### config.mk
export PLATFORM = sky130hd
export DESIGN_NAME = ctrl_fsm_flat
export DESIGN_NICKNAME = d
export VERILOG_FILES = /design/src/rtl/ctrl_fsm_if.sv /design/src/rtl/ctrl_fsm.sv /design/src/flat_wrapper.sv
export SDC_FILE = /design/constraint.sdc
export NUM_CORES = 1
export LEC_CHECK = 0
export ABC_CLOCK_PERIOD_IN_PS = 3710
export CAP_MARGIN = 5
export CORE_MARGIN = 2
export CORE_UTILIZATION = 30
export DETAILED_ROUTE_END_ITERATION = 16
export PLACE_DENSITY = 0.72
export REMOVE_ABC_BUFFERS = 1
export SYNTH_ARGS = -nofsm -noshare
export SYNTH_HDL_FRONTEND = slang
export SYNTH_SLANG_ARGS = --single-unit
### constraint.sdc
create_clock -name Clk -period 3.71 [get_ports Clk]
set_input_delay 0.371 -clock Clk [delete_from_list [all_inputs] [get_ports Clk]]
set_output_delay 0.371 -clock Clk [all_outputs]
set_load 0.02 [all_outputs]
### src/rtl/ctrl_fsm_if.sv
// Control bundle between the multicycle controller and the datapath it steers.
// Instr_cnt exists only when CTRL_PERF_CNT_EN is defined.
interface ctrl_fsm_if;
  logic [31:0] Instr;
  logic        Zero;
  logic        IR_LdEn;
  logic        PC_LdEn;
  logic        PC_sel;
  logic        ALU_Bin_sel;
  logic [3:0]  ALU_func;
  logic        RF_B_sel;
  logic        RF_WrData_sel;
  logic        RF_WrEn;
  logic        MEM_WrEn;
  logic        Illegal;
`ifdef CTRL_PERF_CNT_EN
  logic [31:0] Instr_cnt;
`endif

  modport master (
    input  Instr, Zero,
    output IR_LdEn, PC_LdEn, PC_sel, ALU_Bin_sel, ALU_func,
           RF_B_sel, RF_WrData_sel, RF_WrEn, MEM_WrEn, Illegal
`ifdef CTRL_PERF_CNT_EN
    , output Instr_cnt
`endif
  );

  modport slave (
    output Instr, Zero,
    input  IR_LdEn, PC_LdEn, PC_sel, ALU_Bin_sel, ALU_func,
           RF_B_sel, RF_WrData_sel, RF_WrEn, MEM_WrEn, Illegal
`ifdef CTRL_PERF_CNT_EN
    , input Instr_cnt
`endif
  );
endinterface

### src/rtl/ctrl_fsm.sv
// Multicycle control unit: FETCH, DECODE, then per-class execute/memory/writeback.
// Optional retired-instruction counter enabled by CTRL_PERF_CNT_EN.
//
// state    | meaning
// FETCH    | load IR from instruction memory
// DECODE   | opcode dispatch, no enables
// EXEC_R   | R-type ALU operation, func from Instr[3:0]
// EXEC_I   | immediate ALU operation
// MEM_ADDR | effective address = rs + Immed
// MEM_RD   | data memory read, address held
// MEM_WR   | data memory write and PC update
// WB_ALU   | write ALU result, PC update
// WB_MEM   | write load data, PC update
// BRANCH   | unconditional PC+4+Immed
// BR_CMP   | compare via sub, conditional PC update
// TRAP     | unknown opcode, parked until Reset
module ctrl_fsm (
  input  logic         Clk,
  input  logic         Reset,
  ctrl_fsm_if.master   bus
);

  typedef enum logic [3:0] {
    S_FETCH, S_DECODE, S_EXEC_R, S_EXEC_I, S_MEM_ADDR, S_MEM_RD,
    S_MEM_WR, S_WB_ALU, S_WB_MEM, S_BRANCH, S_BR_CMP, S_TRAP
  } state_e;

  localparam logic [5:0] OP_RTYPE = 6'b100000;
  localparam logic [5:0] OP_LI    = 6'b111000;
  localparam logic [5:0] OP_ADDI  = 6'b110000;
  localparam logic [5:0] OP_ANDI  = 6'b110010;
  localparam logic [5:0] OP_ORI   = 6'b110011;
  localparam logic [5:0] OP_LB    = 6'b000011;
  localparam logic [5:0] OP_LW    = 6'b001111;
  localparam logic [5:0] OP_SB    = 6'b000111;
  localparam logic [5:0] OP_SW    = 6'b011111;
  localparam logic [5:0] OP_B     = 6'b111111;
  localparam logic [5:0] OP_BEQ   = 6'b000000;
  localparam logic [5:0] OP_BNE   = 6'b000001;

  localparam logic [3:0] FN_ADD = 4'b0000;
  localparam logic [3:0] FN_SUB = 4'b0001;
  localparam logic [3:0] FN_AND = 4'b0010;
  localparam logic [3:0] FN_OR  = 4'b0011;

  state_e     state_q, state_d;
  logic [5:0] opcode;
  logic [3:0] imm_func;
  logic       is_load;
  logic       unused_instr;

  logic       ir_ld_en, pc_ld_en, pc_sel, alu_bin_sel, rf_b_sel;
  logic       rf_wr_data_sel, rf_wr_en, mem_wr_en, illegal;
  logic [3:0] alu_func;

  assign opcode       = bus.Instr[31:26];
  assign unused_instr = ^bus.Instr[25:4];
  assign is_load      = (opcode == OP_LB) || (opcode == OP_LW);

  always_comb begin
    case (opcode)
      OP_ANDI: imm_func = FN_AND;
      OP_ORI:  imm_func = FN_OR;
      default: imm_func = FN_ADD;
    endcase
  end

  always_ff @(posedge Clk) begin
    if (Reset) state_q <= S_FETCH;
    else       state_q <= state_d;
  end

  always_comb begin
    state_d        = state_q;
    ir_ld_en       = 1'b0;
    pc_ld_en       = 1'b0;
    pc_sel         = 1'b0;
    alu_bin_sel    = 1'b0;
    alu_func       = FN_ADD;
    rf_b_sel       = 1'b0;
    rf_wr_data_sel = 1'b0;
    rf_wr_en       = 1'b0;
    mem_wr_en      = 1'b0;
    illegal        = 1'b0;
    case (state_q)
      S_FETCH: begin
        ir_ld_en = 1'b1;
        state_d  = S_DECODE;
      end
      S_DECODE: begin
        case (opcode)
          OP_RTYPE:                         state_d = S_EXEC_R;
          OP_LI, OP_ADDI, OP_ANDI, OP_ORI:  state_d = S_EXEC_I;
          OP_LB, OP_LW, OP_SB, OP_SW:       state_d = S_MEM_ADDR;
          OP_B:                             state_d = S_BRANCH;
          OP_BEQ, OP_BNE:                   state_d = S_BR_CMP;
          default:                          state_d = S_TRAP;
        endcase
      end
      S_EXEC_R: begin
        alu_func = bus.Instr[3:0];
        state_d  = S_WB_ALU;
      end
      S_EXEC_I: begin
        alu_bin_sel = 1'b1;
        alu_func    = imm_func;
        state_d     = S_WB_ALU;
      end
      S_WB_ALU: begin
        // Instr is stable here, so the execute-state ALU controls are re-derived.
        if (opcode == OP_RTYPE) begin
          alu_func = bus.Instr[3:0];
        end else begin
          alu_bin_sel = 1'b1;
          alu_func    = imm_func;
        end
        rf_wr_data_sel = 1'b1;
        rf_wr_en       = 1'b1;
        pc_ld_en       = 1'b1;
        state_d        = S_FETCH;
      end
      S_MEM_ADDR: begin
        alu_bin_sel = 1'b1;
        rf_b_sel    = 1'b1;
        state_d     = is_load ? S_MEM_RD : S_MEM_WR;
      end
      S_MEM_RD: begin
        alu_bin_sel = 1'b1;
        rf_b_sel    = 1'b1;
        state_d     = S_WB_MEM;
      end
      S_WB_MEM: begin
        rf_wr_en = 1'b1;
        pc_ld_en = 1'b1;
        state_d  = S_FETCH;
      end
      S_MEM_WR: begin
        alu_bin_sel = 1'b1;
        rf_b_sel    = 1'b1;
        mem_wr_en   = 1'b1;
        pc_ld_en    = 1'b1;
        state_d     = S_FETCH;
      end
      S_BRANCH: begin
        pc_ld_en = 1'b1;
        pc_sel   = 1'b1;
        state_d  = S_FETCH;
      end
      S_BR_CMP: begin
        rf_b_sel = 1'b1;
        alu_func = FN_SUB;
        pc_ld_en = 1'b1;
        pc_sel   = (opcode == OP_BNE) ? ~bus.Zero : bus.Zero;
        state_d  = S_FETCH;
      end
      S_TRAP: begin
        illegal = 1'b1;
      end
      default: state_d = S_TRAP;
    endcase
    // Reset gates every output so an interrupted write never reaches the datapath.
    if (Reset) begin
      ir_ld_en       = 1'b0;
      pc_ld_en       = 1'b0;
      pc_sel         = 1'b0;
      alu_bin_sel    = 1'b0;
      alu_func       = FN_ADD;
      rf_b_sel       = 1'b0;
      rf_wr_data_sel = 1'b0;
      rf_wr_en       = 1'b0;
      mem_wr_en      = 1'b0;
      illegal        = 1'b0;
    end
  end

  assign bus.IR_LdEn       = ir_ld_en;
  assign bus.PC_LdEn       = pc_ld_en;
  assign bus.PC_sel        = pc_sel;
  assign bus.ALU_Bin_sel   = alu_bin_sel;
  assign bus.ALU_func      = alu_func;
  assign bus.RF_B_sel      = rf_b_sel;
  assign bus.RF_WrData_sel = rf_wr_data_sel;
  assign bus.RF_WrEn       = rf_wr_en;
  assign bus.MEM_WrEn      = mem_wr_en;
  assign bus.Illegal       = illegal;

`ifdef CTRL_PERF_CNT_EN
  logic [31:0] instr_cnt_q;

  always_ff @(posedge Clk) begin
    if (Reset)                              instr_cnt_q <= '0;
    else if (pc_ld_en && state_q != S_TRAP) instr_cnt_q <= instr_cnt_q + 32'd1;
  end

  assign bus.Instr_cnt = instr_cnt_q;
`endif

endmodule
### src/flat_wrapper.sv
// flat-port wrapper written by rule: the top's interface ports become plain ports
module ctrl_fsm_flat 
  (Clk, Reset, bus_Instr, bus_Zero, bus_IR_LdEn, bus_PC_LdEn, bus_PC_sel, bus_ALU_Bin_sel, bus_ALU_func, bus_RF_B_sel, bus_RF_WrData_sel, bus_RF_WrEn, bus_MEM_WrEn, bus_Illegal);
  ctrl_fsm_if bus_i ();
  input  logic Clk;
  input  logic Reset;
  input wire logic [$bits(bus_i.Instr)-1:0] bus_Instr;
  input wire logic [$bits(bus_i.Zero)-1:0] bus_Zero;
  output wire logic [$bits(bus_i.IR_LdEn)-1:0] bus_IR_LdEn;
  output wire logic [$bits(bus_i.PC_LdEn)-1:0] bus_PC_LdEn;
  output wire logic [$bits(bus_i.PC_sel)-1:0] bus_PC_sel;
  output wire logic [$bits(bus_i.ALU_Bin_sel)-1:0] bus_ALU_Bin_sel;
  output wire logic [$bits(bus_i.ALU_func)-1:0] bus_ALU_func;
  output wire logic [$bits(bus_i.RF_B_sel)-1:0] bus_RF_B_sel;
  output wire logic [$bits(bus_i.RF_WrData_sel)-1:0] bus_RF_WrData_sel;
  output wire logic [$bits(bus_i.RF_WrEn)-1:0] bus_RF_WrEn;
  output wire logic [$bits(bus_i.MEM_WrEn)-1:0] bus_MEM_WrEn;
  output wire logic [$bits(bus_i.Illegal)-1:0] bus_Illegal;
  assign bus_i.Instr = bus_Instr;
  assign bus_i.Zero = bus_Zero;
  assign bus_IR_LdEn = bus_i.IR_LdEn;
  assign bus_PC_LdEn = bus_i.PC_LdEn;
  assign bus_PC_sel = bus_i.PC_sel;
  assign bus_ALU_Bin_sel = bus_i.ALU_Bin_sel;
  assign bus_ALU_func = bus_i.ALU_func;
  assign bus_RF_B_sel = bus_i.RF_B_sel;
  assign bus_RF_WrData_sel = bus_i.RF_WrData_sel;
  assign bus_RF_WrEn = bus_i.RF_WrEn;
  assign bus_MEM_WrEn = bus_i.MEM_WrEn;
  assign bus_Illegal = bus_i.Illegal;
  ctrl_fsm u_core (.Clk(Clk), .Reset(Reset), .bus(bus_i));
endmodule
==> impl_metrics.tcl, run 1 <==
set metrics [dict create \
    status "finished clean" \
    pwr-share-comb 0.620 \
    ir_drop_mv 0.2004 \
    wl_per_cell_um 12.66 \
    synth_area_leaders "dfxtp_1 (12%), nor2b_1 (7.7%), nor3_1 (6.1%), and2_1 (5.7%), a31oi_1 (4.8%)" \
    grt_use_met2 0.2610 \
    root_buffer "clkbuf_4" \
    setup-tns-final_ps 0 \
    synth_ff_type "dfxtp_1" \
    design.core.area_sq_um 2002 \
    grt_pass1_vias 711 \
    avgSynthCellArea_sq_um 6.665 \
    p_int_mw 0.2325 \
    busiest_layer "met2" \
    dp_hpwl_mm 1.415 \
    synth_edf_count 0 \
    worstMarginPinSlew_ps 452.7 \
    maxCapViolCount 0 \
    grtUsageMet1 0.2082 \
    path_cells "clkdlybuf4s50_1 -> nor4bb_1 -> a31oi_1 -> nor4_1 -> and2_1 -> clkdlybuf4s50_1" \
    crit_buf_inv 2 \
    crit_slowest_cell "clkdlybuf4s50_1" \
    drive_gt1_frac 0.1000 \
    yosys_warnings 0 \
    layout_min_cycle_time_ps 3036 \
    hold_violations 0 \
    pwr-share-clk 0.123 \
    pwr-share-seq 0.257 \
    critPathKind "input port to output port" \
    layout.nets 157 \
    cts_max_level 1 \
    dieWidth_um 50.66 \
    cts_tree "yes" \
    swShare 0.4755 \
    required_ps 3340 \
    gr-usage-met3 0.01786 \
    rsz0062_at_grt "false" \
    final_max_slew_viol_count 0 \
    synth_common_cells "nor2_1 (8), nor2b_1 (8), nor3_1 (8)" \
    stdcell_count 147 \
    start_util 0.3262 \
    postLayoutCoreUtil 0.4694 \
    insertion_delay_ps 230 \
    cp_top_family "buffers and inverters" \
    drt_wl_total_mm 1.861 \
    gp_congestion 0.8590 \
    p_leak_nw 0.3277 \
    hold_class "flop to flop" \
    num_vias 827 \
    grt_pass1_wl_mm 3.146 \
    relSlewSlack 0.6954 \
    ys_ff_latch 4 \
    worst_setup_path_end_kind "output port" \
    drt_iter0_drc 19 \
    switchingPower_mw 0.2107 \
    largest_reg_flops 4 \
    syn-cell-area_sq_um 653.1 \
    clock_sinks 4 \
    gr-total-overflow 0 \
    worstPathMaxFanout 9 \
    power_density_nw_per_um2 471.6 \
    grt_start_max_net_pins 16 \
    clock.fmax_mhz 329.4 \
    finalSetupViolations 0 \
    drt_first_pass_iters 4 \
    ant_nets 0 \
    cts_max_path_buffers 2 \
    antenna_cells 0 \
    critPathArrivalTime_ps 2670 \
    grtUsageTotal 0.1570 \
    syn_inst 98 \
    antenna_found_initial 0 \
    cts_resized 0 \
    via_per_inst 5.626 \
    pin_count 48 \
    cpMostUsedCell "clkdlybuf4s50_1" \
    cts.clk_slew.worst_paths_ps 40 \
    async_reset_ff_frac 0 \
    portBuffers 25 \
    yosysTopAreaCellShare 0.1226 \
    die_h_um 50.66 \
    period_share 0.8184 \
    dieArea_sq_um 2566 \
    cts_made_buffers 3 \
    yosys.area.top_type "dfxtp_1" \
    finClkSkew_ps 4.158 \
    hold_buffers 0 \
    route.detailed.drc 0 \
    reg_top3 "u_core.state_q (4)" \
    startpoint_type "input port" \
    largest-register "u_core.state_q" \
    rows 16 \
    max_stage_delay_ps 620 \
    yosysSeqAreaShare 0.1226 \
    dp.cells 144 \
    layout-area-overhead-vs-synth_pct 43.87 \
    synth.distinct_cells 37 \
    postCtsSetupBuffers 0 \
]
## cell usage in the layout, fill, tap and decap left out
master           synthesis  routed
clkdlybuf4s50_1          0      25
nor3_1                   8       8
nor2_1                   8       8
nor2b_1                  8       8
and2_1                   6       6
inv_1                    5       5
a31oi_1                  5       5
nor4_1                   5       5
a21oi_1                  5       5
or2_2                    4       4
nand2_1                  4       4
dfxtp_1                  4       4
nand2b_1                 3       3
clkbuf_4                 0       3
o21ai_0                  2       2
a22oi_1                  2       2
a2111oi_2                2       2
nor4bb_1                 1       1
nand3_1                  1       1
a21o_1                   1       1
a2bb2oi_1                1       1
o2bb2ai_1                1       1
and4_1                   1       1
o21ai_1                  1       1
a211oi_1                 1       1
and3b_1                  1       1
a31o_1                   1       1
a311o_1                  1       1
a21boi_1                 1       1
a2111oi_0                1       1
o211ai_1                 1       1
or4_4                    1       1
nor3b_1                  1       1
o2111ai_1                1       1
o311ai_1                 1       1
a221o_1                  1       1
a31o_2                   1       1
buf_4                    0       1
## metal layers
layer | vias up | wire (um)
li1 | 419 | -
met1 | 383 | 852
met2 | 25 | 906
met3 | 0 | 102
met4 | 0 | 0
met5 | - | 0
## final cells by class
class	count	area [sq um]
inverter	5	18.77
multi-input combinational	82	526.8
clock buffer	3	22.52
fill	215	1062
timing repair buffer	26	257.7
tap	27	33.78
sequential	4	80.08
## power groups by stage
stage	Sequential, mW	Combinational (mW)	Clock [mW]
finish	0.114	0.275	0.0544
global route	0.121	0.307	0.0609
CTS	0.113	0.276	0.0577
detailed placement	0.114	0.275	0
global placement	0.111	0.268	0
floorplan	0.0975	0.191	0
## final timing paths
| check | start | endpoint | slack, ps | cells past startpoint |
|---|---|---|---|---|
| worst max-delay path | bus_Instr[31] | bus_ALU_func[3] | 670 | 6 |
| worst min-delay path | u_core.state_q[0]$_SDFFE_PP0P_ | u_core.state_q[3]$_SDFFE_PP0P_ | 720 | 2 |
| worst max register to register | u_core.state_q[2]$_SDFFE_PP0P_ | u_core.state_q[0]$_SDFFE_PP0P_ | 2180 | 4 |
| worst min register to register | u_core.state_q[0]$_SDFFE_PP0P_ | u_core.state_q[3]$_SDFFE_PP0P_ | 720 | 2 |
## cells by family (layout without fill, tap and decap cells)
family          count (synthesis)  in the layout  share of synthesized area
compound gates                 30             30                     0.3487
flops                           4              4                     0.1226
buf+inv                        12             34                    0.07087
simple gates                   52             52                     0.4579
## tightest hold or removal path: stages (launching register included)
cell	delay, ps
dfxtp_1	420
a21oi_1	200
a2111oi_2	50
## metrics by stage
step	worst slack (ps)	power [mW]	instance area [sq um]	hold slack [ps]
after floorplan	1811	0.2882	625.6	450.3
after global placement	675.0	0.3794	917.1	686.8
after detailed placement	651.9	0.3886	917.1	715.8
after CTS	659.2	0.4464	939.7	724.1
after global routing	443.4	0.4891	939.7	788.3
final	673.7	0.4432	939.7	721.9
(Power assumes the default switching activity.)
==> inputs of run 2 (changes only) <==
--- a/config.mk
+++ b/config.mk
@@ -5,12 +5,12 @@
 export SDC_FILE = /design/constraint.sdc
 export NUM_CORES = 1
 export LEC_CHECK = 0
-export ABC_CLOCK_PERIOD_IN_PS = 3710
+export ABC_CLOCK_PERIOD_IN_PS = 2500
 export CAP_MARGIN = 5
 export CORE_MARGIN = 2
 export CORE_UTILIZATION = 30
 export DETAILED_ROUTE_END_ITERATION = 16
-export PLACE_DENSITY = 0.72
+export PLACE_DENSITY = 0.75
 export REMOVE_ABC_BUFFERS = 1
 export SYNTH_ARGS = -nofsm -noshare
 export SYNTH_HDL_FRONTEND = slang
==> constraint.sdc (replaced) <==
create_clock -name Clk -period 2.5 [get_ports Clk]
set_input_delay 0.25 -clock Clk [delete_from_list [all_inputs] [get_ports Clk]]
set_output_delay 0.25 -clock Clk [all_outputs]
set_load 0.02 [all_outputs]
==> run 2 against run 1 <==
Clock skew decreased by 2.9 ps. Utilization increased by 5.2 points. Design area grew 11%. Critical path depth rose by 2. Critical path type unchanged. Largest cell class unchanged. Highest routed layer unchanged.
==> impl_metrics.tcl, run 2 (synthesis gave the netlist of run 1 again) <==
set metrics [dict create \
    status "finished clean" \
    n_fill_cell 207 \
    layout_min_cycle_time_ps 2272 \
    root_buffer "clkbuf_4" \
    worst-r2r-setup-slack_ps 1100 \
    dp_slack_ps -113.2 \
    grtUsageTotal 0.1713 \
    worstMarginPinSlew_ps 381.1 \
    largest_reg_flops 4 \
    hold_class "flop to flop" \
    ir_drop_mv 0.3666 \
    regToRegEndpoint "u_core.state_q[0]$_SDFFE_PP0P_" \
    clock.fmax_mhz 440.2 \
    reg_top3 "u_core.state_q (4)" \
    worstPathMaxFanout 3 \
    worst_setup_path_end_kind "output port" \
    final_max_slew_viol_count 0 \
    critPathKind "input port to output port" \
    drt_iter0_drc 20 \
    min_from "u_core.state_q[2]$_SDFFE_PP0P_" \
    hold_ws_ps 596.4 \
    die_h_um 50.66 \
    setup_slack_ps 228.4 \
    layout.nets 170 \
    cts_max_level 1 \
    gr-total-overflow 0 \
    cp.depth 8 \
    cp_top_family "buffers and inverters" \
    finClkSkew_ps 1.302 \
    hold_buffers 0 \
    reg2reg_depth 5 \
    drt_wl_total_mm 2.016 \
    critPathArrivalTime_ps 2020 \
    rows 16 \
    antenna_found_initial 0 \
    route.detailed.drc 0 \
    cts.clk_slew.worst_paths_ps 40 \
    crit_buf_inv 4 \
    pin_count 48 \
    cts_max_path_buffers 2 \
    path_cells "clkdlybuf4s50_1 -> nor4bb_1 -> buf_4 -> a31oi_1 -> nor4_1 -> buf_4 -> and2_1 -> dlygate4sd2_1" \
    layout_commonest_cell "clkdlybuf4s50_1" \
    p_leak_nw 0.4455 \
    finalPower_mw 0.7114 \
    dieArea_sq_um 2566 \
    hold_end "u_core.state_q[2]$_SDFFE_PP0P_" \
    grt_pass1_vias 821 \
    grt_start_max_net_pins 15 \
    cts_tree "yes" \
    final_cell_mix "clkdlybuf4s50_1 (20), buf_4 (14), nor2_1 (8), nor2b_1 (8), nor3_1 (7)" \
    layout-area-overhead-vs-synth_pct 59.96 \
    min_path_cells 1 \
    ant_nets 0 \
    relSlewSlack 0.7394 \
    startpoint_type "input port" \
    antenna_cells 0 \
    wl_per_cell_um 12.60 \
    insertion_delay_ps 240 \
    clock_sinks 4 \
    dieWidth_um 50.66 \
    finalSetupViolations 0 \
    max_stage_delay_ps 460 \
    num_vias 861 \
    hold_violations 0 \
    cts_made_buffers 3 \
    grt_pass1_wl_mm 3.512 \
    r2r_start "u_core.state_q[2]$_SDFFE_PP0P_" \
    drt_first_pass_iters 5 \
    start_util 0.3262 \
    maxCapViolCount 0 \
    via_per_inst 5.381 \
    dp_hpwl_mm 1.566 \
    rsz0062_at_grt "false" \
    portBuffers 25 \
    drive_gt1_frac 0.2030 \
    gp_congestion 0.8531 \
    design.core.area_sq_um 2002 \
    crit_slowest_cell "clkdlybuf4s50_1" \
    period_share 0.9086 \
    largest-register "u_core.state_q" \
    required_ps 2250 \
    cpMostUsedCell "buf_4" \
    power_density_nw_per_um2 681.0 \
]
-- run 2: changes by cell type in the layout (fill, tap and decap cells not counted), sizes merged --
cell / delta
buf: +13
clkdlybuf4s50: -5
dlygate4sd2: +3
dlymetal6s2s: +2
-- run 2: area by class of cell --
class / instances / area, sq um / share of cell area
clock buffers: 3 / 22.52 / 0.02156
flip-flops and latches: 4 / 81.33 / 0.07784
inverters: 5 / 18.77 / 0.01796
well taps: 27 / 33.78 / 0.03234
repair buffers: 39 / 356.6 / 0.3413
multi-input cells: 82 / 531.8 / 0.5090
-- run 2: how the worst max path moves through the flow --
stage	startpoint	end	slack, ps
floorplan	u_core.state_q[2]$_SDFFE_PP0P_	bus_ALU_func[2]	780
global placement	bus_Instr[28]	bus_ALU_func[3]	-110
detailed placement	bus_Instr[28]	bus_ALU_func[2]	-110
CTS	bus_Instr[31]	bus_PC_sel	20
global route	bus_Instr[31]	bus_ALU_func[3]	110
finish	bus_Instr[31]	bus_ALU_func[2]	230
-- run 2: power breakdown --
part           internal (mW)  switching (mW)
Sequential            0.0912          0.0360
Clock                 0.0538          0.0284
Combinational          0.239           0.263
-- run 2: stage by stage --
| step | instances | TNS [ps] | area [sq um] | utilization |
|---|---|---|---|---|
| final | 160 | 0 | 1045 | 0.5219 |
| after global routing | 160 | 0 | 1045 | 0.5219 |
| after CTS | 160 | 0 | 1040 | 0.5194 |
| after detailed placement | 157 | -386.6 | 1015 | 0.5069 |
| after global placement | 157 | -372.5 | 1015 | 0.5069 |
| after floorplan | 91 | 0 | 625.6 | - |
-- run 2: what timing repair did --
item | CTS | global route
gates resized for setup | 5 | 2
hold endpoints to repair | 0 | 0
setup endpoints to repair | 5 | 2
buffers inserted | 0 | 0
-- run 2: layer usage --
metal  share of wire  global-route usage  vias to the layer above
met5               0                   0                        -
met4               0             0.01802                        0
met3           0.049             0.03571                        0
met2            0.51              0.3246                       23
met1            0.44              0.2014                      395
li1                -                   -                      443
==> inputs of run 3 (changes only) <==
--- a/config.mk
+++ b/config.mk
@@ -5,12 +5,12 @@
 export SDC_FILE = /design/constraint.sdc
 export NUM_CORES = 1
 export LEC_CHECK = 0
-export ABC_CLOCK_PERIOD_IN_PS = 2500
+export ABC_CLOCK_PERIOD_IN_PS = 2800
 export CAP_MARGIN = 5
 export CORE_MARGIN = 2
-export CORE_UTILIZATION = 30
+export CORE_UTILIZATION = 36
 export DETAILED_ROUTE_END_ITERATION = 16
-export PLACE_DENSITY = 0.75
+export PLACE_DENSITY = 0.84
 export REMOVE_ABC_BUFFERS = 1
 export SYNTH_ARGS = -nofsm -noshare
 export SYNTH_HDL_FRONTEND = slang
==> constraint.sdc (replaced) <==
create_clock -name Clk -period 2.8 [get_ports Clk]
set_input_delay 0.28 -clock Clk [delete_from_list [all_inputs] [get_ports Clk]]
set_output_delay 0.28 -clock Clk [all_outputs]
set_load 0.02 [all_outputs]
==> run 3 against run 2 <==
Final cell count is 4.4% lower. Utilization grew 7.2 points. Worst hold slack better by 120 ps. Design area is 2.9% lower. First-iteration DRC count is 5.0% lower. Setup slack worse by 130 ps. Flip-flop and latch count is the same. Register-to-register slack better by 330 ps. Global-route usage up 1.7 points. Combinational power shrank 15%. Largest cell class unchanged. Largest power group unchanged.
==> impl_metrics.tcl, run 3 (synthesis gave the netlist of run 1 again) <==
set metrics [dict create \
    largest-register "u_core.state_q" \
    required_ps 2520 \
    startpoint_type "input port" \
    final_cell_mix "clkdlybuf4s50_1 (25), buf_4 (9), nor2_1 (8), nor2b_1 (8), nor3_1 (7)" \
    pin_count 48 \
    setup-tns-final_ps 0 \
    setup_slack_ps 102.8 \
    crit_buf_inv 3 \
    gr-total-overflow 0 \
    critPathArrivalTime_ps 2420 \
    switchingPower_mw 0.2908 \
    timing.critical_path.from "bus_Instr[28]" \
    reg_top3 "u_core.state_q (4)" \
    relSlewSlack 0.6949 \
    clock_sinks 4 \
    die_h_um 46.60 \
    design.core.area_sq_um 1708 \
    p_leak_nw 0.3682 \
    drive_gt1_frac 0.1797 \
    cpMostUsedCell "clkdlybuf4s50_1" \
    drt_wl_total_mm 1.913 \
    route.detailed.drc 0 \
    finalSetupViolations 0 \
    pwr-share-seq 0.194 \
    start_util 0.3824 \
    hold_class "flop to flop" \
    layout_commonest_cell "clkdlybuf4s50_1" \
    dp_slack_ps 82.01 \
    hold_buffers 0 \
    regArea_sq_um 80.08 \
    maxCapViolCount 0 \
    clock.fmax_mhz 370.7 \
    largest_reg_flops 4 \
    swShare 0.4690 \
    dieWidth_um 46.60 \
    path_cells "clkdlybuf4s50_1 -> buf_4 -> or2_2 -> nor4_2 -> o2bb2ai_1 -> clkdlybuf4s50_1" \
    period_share 0.9633 \
    min_from "u_core.state_q[0]$_SDFFE_PP0P_" \
    cts_made_buffers 3 \
    insertion_delay_ps 240 \
    crit_slowest_cell "clkdlybuf4s50_1" \
    cts_max_level 1 \
    n_fill_cell 153 \
    root_buffer "clkbuf_4" \
    postCtsSetupBuffers 0 \
    grt_pass1_vias 736 \
    cts.clk_slew.worst_paths_ps 40 \
    layout-area-overhead-vs-synth_pct 55.36 \
    multi_input_area_sq_um 544.3 \
    worst_setup_path_end_kind "output port" \
    finClkSkew_ps 2.811 \
    grt_start_max_net_pins 15 \
    p_int_mw 0.3292 \
    grt_pass1_wl_mm 3.001 \
    rsz0062_at_grt "false" \
    worstPathMaxFanout 7 \
    gp_congestion 0.8466 \
    ir_drop_mv 0.2023 \
    worstMarginPinSlew_ps 457.0 \
    dp_hpwl_mm 1.480 \
    pwr-share-comb 0.689 \
    antenna_found_initial 0 \
    cp_top_family "buffers and inverters" \
    ant_nets 0 \
    dieArea_sq_um 2171 \
    r2r_start "u_core.state_q[2]$_SDFFE_PP0P_" \
    cts_resized 0 \
    cts_max_path_buffers 2 \
    wl_per_cell_um 12.50 \
    num_vias 848 \
    final_max_slew_viol_count 0 \
    hold_violations 0 \
    power_density_nw_per_um2 611.0 \
    pwr-share-clk 0.118 \
    grtUsageTotal 0.1885 \
    rows 15 \
    drt_first_pass_iters 4 \
    portBuffers 25 \
    layout.nets 165 \
    layout_min_cycle_time_ps 2697 \
    status "finished clean" \
    critPathKind "input port to output port" \
    max_stage_delay_ps 640 \
    cts_tree "yes" \
    antenna_cells 0 \
    drt_iter0_drc 19 \
    via_per_inst 5.542 \
]
run 3: per-stage QoR:
| step | hold WS [ps] | area [sq um] | total power, mW | utilization | std cells |
|---|---|---|---|---|---|
| 6_report | 713.0 | 1015 | 0.6200 | 0.5941 | 153 |
| 5_1_grt | 738.3 | 1015 | 0.6764 | 0.5941 | 153 |
| 4_1_cts | 714.8 | 997.2 | 0.6130 | 0.5839 | 153 |
| 3_5_place_dp | 701.0 | 974.7 | 0.5351 | 0.5707 | 150 |
| 3_3_place_gp | 687.8 | 974.7 | 0.5257 | 0.5707 | 150 |
| 2_1_floorplan | 359.3 | 625.6 | 0.3819 | - | 91 |
run 3: area by class of cell:
type                       count  share of cell area
timing repair buffer          34              0.3132
sequential                     4             0.07892
tap                           25             0.03083
multi-input combinational     82              0.5364
clock buffer                   3             0.02219
inverter                       5             0.01850
run 3: worst paths after layout:
| kind | slack, ps | endpoint | depth (start not counted) |
|---|---|---|---|
| min reg2reg | 710 | u_core.state_q[2]$_SDFFE_PP0P_ | 3 |
| max reg2reg | 1430 | u_core.state_q[0]$_SDFFE_PP0P_ | 5 |
| max | 100 | bus_ALU_func[0] | 6 |
| min | 710 | u_core.state_q[2]$_SDFFE_PP0P_ | 3 |
run 3: power groups by stage:
stage	combinational, mW	sequential (mW)	clock (mW)
6_report	0.427	0.120	0.0729
5_1_grt	0.471	0.125	0.0804
4_1_cts	0.418	0.118	0.0765
3_5_place_dp	0.417	0.118	0
3_3_place_gp	0.408	0.118	0
2_1_floorplan	0.253	0.129	0
run 3: worst register-to-register path, cell delays in order (launching register included):
cell and delay [ps]:
dfxtp_1 350, buf_4 200, nor3b_1 220, o2111ai_1 170
a31o_2 230, a31oi_1 120
run 3: layer usage:
layer | global-route usage | vias to the layer above | wire, um
met5 | 0 | - | 0
met4 | 0.04571 | 0 | 34
met3 | 0.03922 | 4 | 115
met1 | 0.2315 | 382 | 794
li1 | - | 433 | -
met2 | 0.3306 | 29 | 968
